**config.mk**
```make
export PLATFORM = sky130hd
export DESIGN_NAME = frame_copy_engine_flat
export DESIGN_NICKNAME = d
export VERILOG_FILES = /design/src/rtl/img_pkg.sv /design/src/rtl/frame_copy_engine_if.sv /design/src/rtl/copy_delay_line.sv /design/src/rtl/frame_copy_engine.sv /design/src/flat_wrapper.sv
export SDC_FILE = /design/constraint.sdc
export NUM_CORES = 1
export LEC_CHECK = 0
export CAP_MARGIN = 20
export CORE_MARGIN = 2
export CORE_UTILIZATION = 43
export DETAILED_ROUTE_END_ITERATION = 10
export PLACE_DENSITY = 0.73
export SLEW_MARGIN = 20
export SYNTH_ARGS = -nofsm -noshare
export SYNTH_HDL_FRONTEND = slang
export SYNTH_SLANG_ARGS = --single-unit
```
**constraint.sdc**
```tcl
create_clock -name clock_i -period 1.9 [get_ports clock_i]
set_input_delay 0.475 -clock clock_i [delete_from_list [all_inputs] [get_ports clock_i]]
set_output_delay 0.475 -clock clock_i [all_outputs]
set_load 0.005 [all_outputs]
```
**src/rtl/img_pkg.sv**
```systemverilog
// Shared image geometry and copy-engine state encoding, also used by
// memory_control and the top level.
package img_pkg;

  localparam int IMG_W  = 320;
  localparam int IMG_H  = 240;
  localparam int PIXELS = IMG_W * IMG_H;
  localparam int ADDR_W = 17;
  localparam int DATA_W = 8;
  localparam int RD_LAT = 2;

  typedef enum logic [1:0] {
    IDLE,
    RUN,
    DRAIN,
    DONE
  } copy_state_t;

endpackage

```
**src/rtl/frame_copy_engine_if.sv**
```systemverilog
// Control and RAM-side bundle of frame_copy_engine; fill_en/fill_color exist
// only when COPY_FILL_EN is defined.
interface frame_copy_engine_if #(
  parameter int ADDR_W = img_pkg::ADDR_W,
  parameter int DATA_W = img_pkg::DATA_W
);

  logic              start;
  logic              abort;
  logic              busy;
  logic              done;
  logic [ADDR_W-1:0] rd_addr;
  logic [DATA_W-1:0] src_q;
  logic [ADDR_W-1:0] wr_addr;
  logic [DATA_W-1:0] wr_data;
  logic              wr_en;

`ifdef COPY_FILL_EN
  logic              fill_en;
  logic [DATA_W-1:0] fill_color;

  modport master (
    output start, abort, src_q, fill_en, fill_color,
    input  busy, done, rd_addr, wr_addr, wr_data, wr_en
  );

  modport slave (
    input  start, abort, src_q, fill_en, fill_color,
    output busy, done, rd_addr, wr_addr, wr_data, wr_en
  );
`else
  modport master (
    output start, abort, src_q,
    input  busy, done, rd_addr, wr_addr, wr_data, wr_en
  );

  modport slave (
    input  start, abort, src_q,
    output busy, done, rd_addr, wr_addr, wr_data, wr_en
  );
`endif

endinterface

```
**src/rtl/copy_delay_line.sv**
```systemverilog
// {valid, addr} shift register matching the source RAM read latency, so each
// write address lines up with the read data it belongs to.
module copy_delay_line #(
  parameter int DEPTH  = 2,
  parameter int ADDR_W = 17
) (
  input  logic              clk_i,
  input  logic              rst_i,
  input  logic              in_valid_i,
  input  logic [ADDR_W-1:0] in_addr_i,
  input  logic              flush_i,
  output logic              out_valid_o,
  output logic [ADDR_W-1:0] out_addr_o
);

  logic [DEPTH-1:0]  valid_q;
  logic [ADDR_W-1:0] addr_q [DEPTH];

  always_ff @(posedge clk_i) begin
    if (rst_i) begin
      valid_q <= '0;
      for (int i = 0; i < DEPTH; i++) addr_q[i] <= '0;
    end else begin
      // flush also kills the read being issued in the flush cycle
      valid_q[0] <= in_valid_i & ~flush_i;
      addr_q[0]  <= in_addr_i;
      for (int i = 1; i < DEPTH; i++) begin
        valid_q[i] <= valid_q[i-1] & ~flush_i;
        addr_q[i]  <= addr_q[i-1];
      end
    end
  end

  assign out_valid_o = valid_q[DEPTH-1];
  assign out_addr_o  = addr_q[DEPTH-1];

endmodule

```
**src/rtl/frame_copy_engine.sv**
```systemverilog
// Pipelined working-RAM to display-RAM frame copy, one pixel per cycle.
// Defining COPY_FILL_EN adds a solid-colour fill mode (no reads issued).
module frame_copy_engine #(
  parameter int ADDR_W = img_pkg::ADDR_W,
  parameter int DATA_W = img_pkg::DATA_W,
  parameter int PIXELS = img_pkg::PIXELS,
  parameter int RD_LAT = img_pkg::RD_LAT
) (
  input logic                clock_i,
  input logic                reset_i,
  frame_copy_engine_if.slave bus
);
  import img_pkg::*;

  // state | meaning
  // IDLE  | waiting for start
  // RUN   | one read (or fill write) per cycle, counter 0..PIXELS-1
  // DRAIN | no reads, waiting for the delay line to empty
  // DONE  | one-cycle done pulse

  localparam logic [ADDR_W-1:0] LAST_ADDR  = ADDR_W'(PIXELS - 1);
  localparam logic [1:0]        DRAIN_INIT = 2'(RD_LAT - 1);

  copy_state_t       state_q, state_d;
  logic [ADDR_W-1:0] cnt_q, cnt_d;
  logic [1:0]        drain_q, drain_d;
  logic              flush;
  logic              fill_mode;
  logic              dl_valid;
  logic [ADDR_W-1:0] dl_addr;

`ifdef COPY_FILL_EN
  logic              fill_q, fill_d;
  logic [DATA_W-1:0] color_q, color_d;

  always_ff @(posedge clock_i) begin
    if (reset_i) begin
      fill_q  <= 1'b0;
      color_q <= '0;
    end else begin
      fill_q  <= fill_d;
      color_q <= color_d;
    end
  end

  assign fill_mode = fill_q;
`else
  assign fill_mode = 1'b0;
`endif

  always_ff @(posedge clock_i) begin
    if (reset_i) begin
      state_q <= IDLE;
      cnt_q   <= '0;
      drain_q <= '0;
    end else begin
      state_q <= state_d;
      cnt_q   <= cnt_d;
      drain_q <= drain_d;
    end
  end

  always_comb begin
    state_d = state_q;
    cnt_d   = cnt_q;
    drain_d = drain_q;
    flush   = 1'b0;
`ifdef COPY_FILL_EN
    fill_d  = fill_q;
    color_d = color_q;
`endif
    case (state_q)
      IDLE: begin
        if (bus.start) begin
          state_d = RUN;
          cnt_d   = '0;
`ifdef COPY_FILL_EN
          fill_d  = bus.fill_en;
          color_d = bus.fill_color;
`endif
        end
      end
      RUN: begin
        if (bus.abort) begin
          state_d = IDLE;
          flush   = 1'b1;
        end else if (cnt_q == LAST_ADDR) begin
          // fill writes directly, so there is nothing in flight to drain
          state_d = fill_mode ? DONE : DRAIN;
          drain_d = DRAIN_INIT;
        end else begin
          cnt_d = cnt_q + 1'b1;
        end
      end
      DRAIN: begin
        if (bus.abort) begin
          state_d = IDLE;
          flush   = 1'b1;
        end else if (drain_q == '0) begin
          state_d = DONE;
        end else begin
          drain_d = drain_q - 1'b1;
        end
      end
      DONE:    state_d = IDLE;
      default: state_d = IDLE;
    endcase
  end

  copy_delay_line #(
    .DEPTH  (RD_LAT),
    .ADDR_W (ADDR_W)
  ) u_delay (
    .clk_i       (clock_i),
    .rst_i       (reset_i),
    .in_valid_i  ((state_q == RUN) && !fill_mode),
    .in_addr_i   (cnt_q),
    .flush_i     (flush),
    .out_valid_o (dl_valid),
    .out_addr_o  (dl_addr)
  );

  assign bus.busy    = (state_q == RUN) || (state_q == DRAIN);
  assign bus.done    = (state_q == DONE);
  assign bus.rd_addr = fill_mode ? '0 : cnt_q;
  assign bus.wr_en   = fill_mode ? (state_q == RUN) : dl_valid;
  assign bus.wr_addr = fill_mode ? cnt_q : dl_addr;
`ifdef COPY_FILL_EN
  assign bus.wr_data = fill_mode ? color_q : bus.src_q;
`else
  assign bus.wr_data = bus.src_q;
`endif

endmodule

```
**src/flat_wrapper.sv**
```systemverilog
// flat-port wrapper written by rule: the top's interface ports become plain ports
module frame_copy_engine_flat import img_pkg::*;
#(
  parameter int ADDR_W = img_pkg::ADDR_W,
  parameter int DATA_W = img_pkg::DATA_W,
  parameter int PIXELS = img_pkg::PIXELS,
  parameter int RD_LAT = img_pkg::RD_LAT
)
  (clock_i, reset_i, bus_start, bus_abort, bus_src_q, bus_busy, bus_done, bus_rd_addr, bus_wr_addr, bus_wr_data, bus_wr_en);
  frame_copy_engine_if #(.ADDR_W(ADDR_W), .DATA_W(DATA_W)) bus_i ();
  input logic clock_i;
  input logic reset_i;
  input wire logic [$bits(bus_i.start)-1:0] bus_start;
  input wire logic [$bits(bus_i.abort)-1:0] bus_abort;
  input wire logic [$bits(bus_i.src_q)-1:0] bus_src_q;
  output wire logic [$bits(bus_i.busy)-1:0] bus_busy;
  output wire logic [$bits(bus_i.done)-1:0] bus_done;
  output wire logic [$bits(bus_i.rd_addr)-1:0] bus_rd_addr;
  output wire logic [$bits(bus_i.wr_addr)-1:0] bus_wr_addr;
  output wire logic [$bits(bus_i.wr_data)-1:0] bus_wr_data;
  output wire logic [$bits(bus_i.wr_en)-1:0] bus_wr_en;
  assign bus_i.start = bus_start;
  assign bus_i.abort = bus_abort;
  assign bus_i.src_q = bus_src_q;
  assign bus_busy = bus_i.busy;
  assign bus_done = bus_i.done;
  assign bus_rd_addr = bus_i.rd_addr;
  assign bus_wr_addr = bus_i.wr_addr;
  assign bus_wr_data = bus_i.wr_data;
  assign bus_wr_en = bus_i.wr_en;
  frame_copy_engine #(.ADDR_W(ADDR_W), .DATA_W(DATA_W), .PIXELS(PIXELS), .RD_LAT(RD_LAT)) u_core (.clock_i(clock_i), .reset_i(reset_i), .bus(bus_i));
endmodule
```
==> metrics <==
Die ar. 6470 um^2; max_slew headroom 74.6%; post-synthesis sequential area ratio 45.4%; CTS tree done; Setup CP Type reg2reg; synth unique cells 45; synthesized cell area about 2500 um^2; io pins 57; vias 2199; drt initial violations approximately 180; final WL 6.15 mm; placed inst area ~3200 um^2; status completed; Overall Global Routing Usage about a fifth; WP data arrival about 2200 ps; antenna-violating nets left 0; Pre-Repair DR Iteration Count 5; setup violators final 0; Clk pwr share 44.8%; Top cell by count, worst path or4_4; fin area 3510 um^2; final worst path period need 1900 ps; Die H 80.4 um; CTS Buf Count 9; top_reg_cell synth dfxtp_1; CP max FO 5; Initial Util between 40% and 50%; Buffers on Ports 40; P_int 2.09 mW; via/cell ratio 5.38; Fin Setup TNS 0 ps; Layout area overhead 39.9%; WHS 431 ps; Worst-Margin Slew 371 ps; Synth Warn # 0; Net Sw Power 667 uW; drt wl/cell between 15 and 20 um; FMAX between 500 and 600 MHz; CP required 2160 ps; CTS sink cnt 57; GRT overflow 0; Clock Skews just over 6 ps; fin crit share between 90 and 100%; filler instances 470; Top delay family on crit path simple AND/OR/NAND/NOR gates; CP max stage delay 580 ps; LEAKAGE around 1.4 nW; initial antenna violation count 0; crit path buf inv count 0; Crit. End Element flop; cells along the critical path nand4bb_4 > or4_4 > or4_4 > a31oi_4; Post-synth EDFFs 0; vias in the first global route around 2k; commonest non-fill, non-tap cells in the layout buf_4 (50), dfxtp_1 (46), clkdlybuf4s50_1 (38); Worst-path clk slew 70 ps; GP Congestion between 0.9 and 1; largest net degree at the start of global routing 23; most common cell after layout, fill and taps aside buf_4; final-report hold violation count 0; worst skew pair latency 330 ps; first-pass GRT wire length 9.50 mm; Max-Cap Viols 0; post-synthesis register bit count 57; Syn Area/Cell 9.34 um^2; Pwr Density 783 nW/um^2; final core occ 63.0%; clk buf depth 2; Post-synth ARST share 0%; Peak supply drop 436 uV; Layout Cells excl Fill around 410; Setup crit start kind flop; Min-Delay Path Class reg2reg; Final Max Slew Viols 0; crit path max-delay cell type or4_4; share of post-route cells with drive strength above 1 29.1%; # nets final 350; drc violations 0; post-placement cell count 391; Reg power frac 44.0%; Switching Fraction 24.2%; Cell Rows 27; Comb power frac between 10% and 20%; Mapped Cells approximately 270; ANT cells 0; CTS Root Cell clkbuf_8; # H-tree levels 3; Synth Net Count 287; DP HPWL 4.34 mm; Die Span X 80.4 um; core area 5570 um^2
==> cells by family (layout without fill, tap and decap cells) <==
family / Yosys count / in the layout / share of synthesized area [%]
AND/OR/NAND/NOR: 95 / 95 / 22.7
AO/OA/AOI/OAI: 57 / 57 / 16.0
flip-flops: 57 / 57 / 45.4
buffers and inverters: 51 / 119 / 11.6
adder cells (fa/ha/maj): 6 / 6 / 2.99
multiplexers: 3 / 3 / 1.25
==> area by class of cell <==
cell class	count	area [um^2]	share of cell area [%]
multi-input cells	161	1200	34.0
well taps	72	90.1	2.56
inverters	11	41.3	1.18
clock inverters	7	93.8	2.67
repair buffers	92	808	23.0
clock buffers	9	124	3.53
flip-flops and latches	57	1160	33.0
==> synth_stat cells (all sizes together), types with 2 or more instances <==
master	n	share of area [%]
a21o	5	1.5
o311ai	2	0.70
a311oi	2	0.70
nand3	6	1.2
and4	2	0.70
mux2i	2	0.80
or3	2	0.50
a2111oi	2	0.70
or4b	2	0.80
o21a	5	1.5
nor2	8	1.2
a31oi	10	2.5
nand4	6	1.7
and3	3	0.75
nand2	11	1.6
o211ai	3	0.90
o21ai	7	1.4
nor4	5	1.2
nor2b	32	8.0
clkbuf	12	1.8
dfxtp	57	45
inv	11	1.6
buf	28	8.2
a21oi	6	1.2
nand2b	7	1.7
ha	6	3.0
nand4bb	2	0.90
a211oi	6	1.8
or4	3	0.90
nor3	4	0.80
==> through the flow <==
stage                     setup slack, ps  total power, mW
after floorplan                      -116             1.42
after global placement               -129             1.53
after detailed placement             -180             1.53
after CTS                            4.66             2.76
after global routing                -4.92             2.85
final                                2.86             2.75
==> flip-flops by register name, indices dropped and copies added, names as in the netlist <==
signal                  cells
u_core.drain_q              2
u_core.state_q              2
u_core.u_delay.addr_q      34
u_core.u_delay.valid_q      2
u_core.bus.rd_addr         17
==> timing repair <==
action / in CTS / in global routing
resized for setup: 9 / 17
pin swaps: 2 / 5
setup endpoints to repair: 4 / 6
buffers inserted: 0 / 2
hold buffers: 0 / 0
==> per-layer routing <==
metal  global-route usage [%]  part of all wire (%)  vias up  wire length, um
met2                     31.0                    47      105             2860
met5                        0                     0        -                0
li1                         -                     -     1059                -
met1                     25.0                    44     1019             2710
met4                     6.61                   1.7        0              107
met3                     6.18                   7.6       16              468
==> worst paths after layout <==
| kind | slack, ps | depth (start not counted) | start | to |
|---|---|---|---|---|
| worst max-delay path | 3 | 4 | u_core.bus.rd_addr[10] | u_core.state_q[1] |
| worst min-delay path | 430 | 2 | u_core.u_delay.valid_q[0] | u_core.u_delay.valid_q[1] |
| worst max register to register | 3 | 4 | u_core.bus.rd_addr[10] | u_core.state_q[1] |
| worst min register to register | 430 | 2 | u_core.u_delay.valid_q[0] | u_core.u_delay.valid_q[1] |
==> worst min-delay path, delay by kind of cell (launching register included) <==
family / cells / cell delay (ps)
flip-flops: 1 / 300
buffers and inverters: 1 / 50
AO/OA/AOI/OAI: 1 / 40
==> power groups by stage <==
stage	sequential (mW)	clock, mW	combinational (mW)
2_1_floorplan	1.24	0	0.178
3_3_place_gp	1.24	0	0.291
3_5_place_dp	1.24	0	0.295
4_1_cts	1.21	1.25	0.301
5_1_grt	1.21	1.31	0.328
6_report	1.21	1.23	0.309
Power figures use the tool's default switching activity.
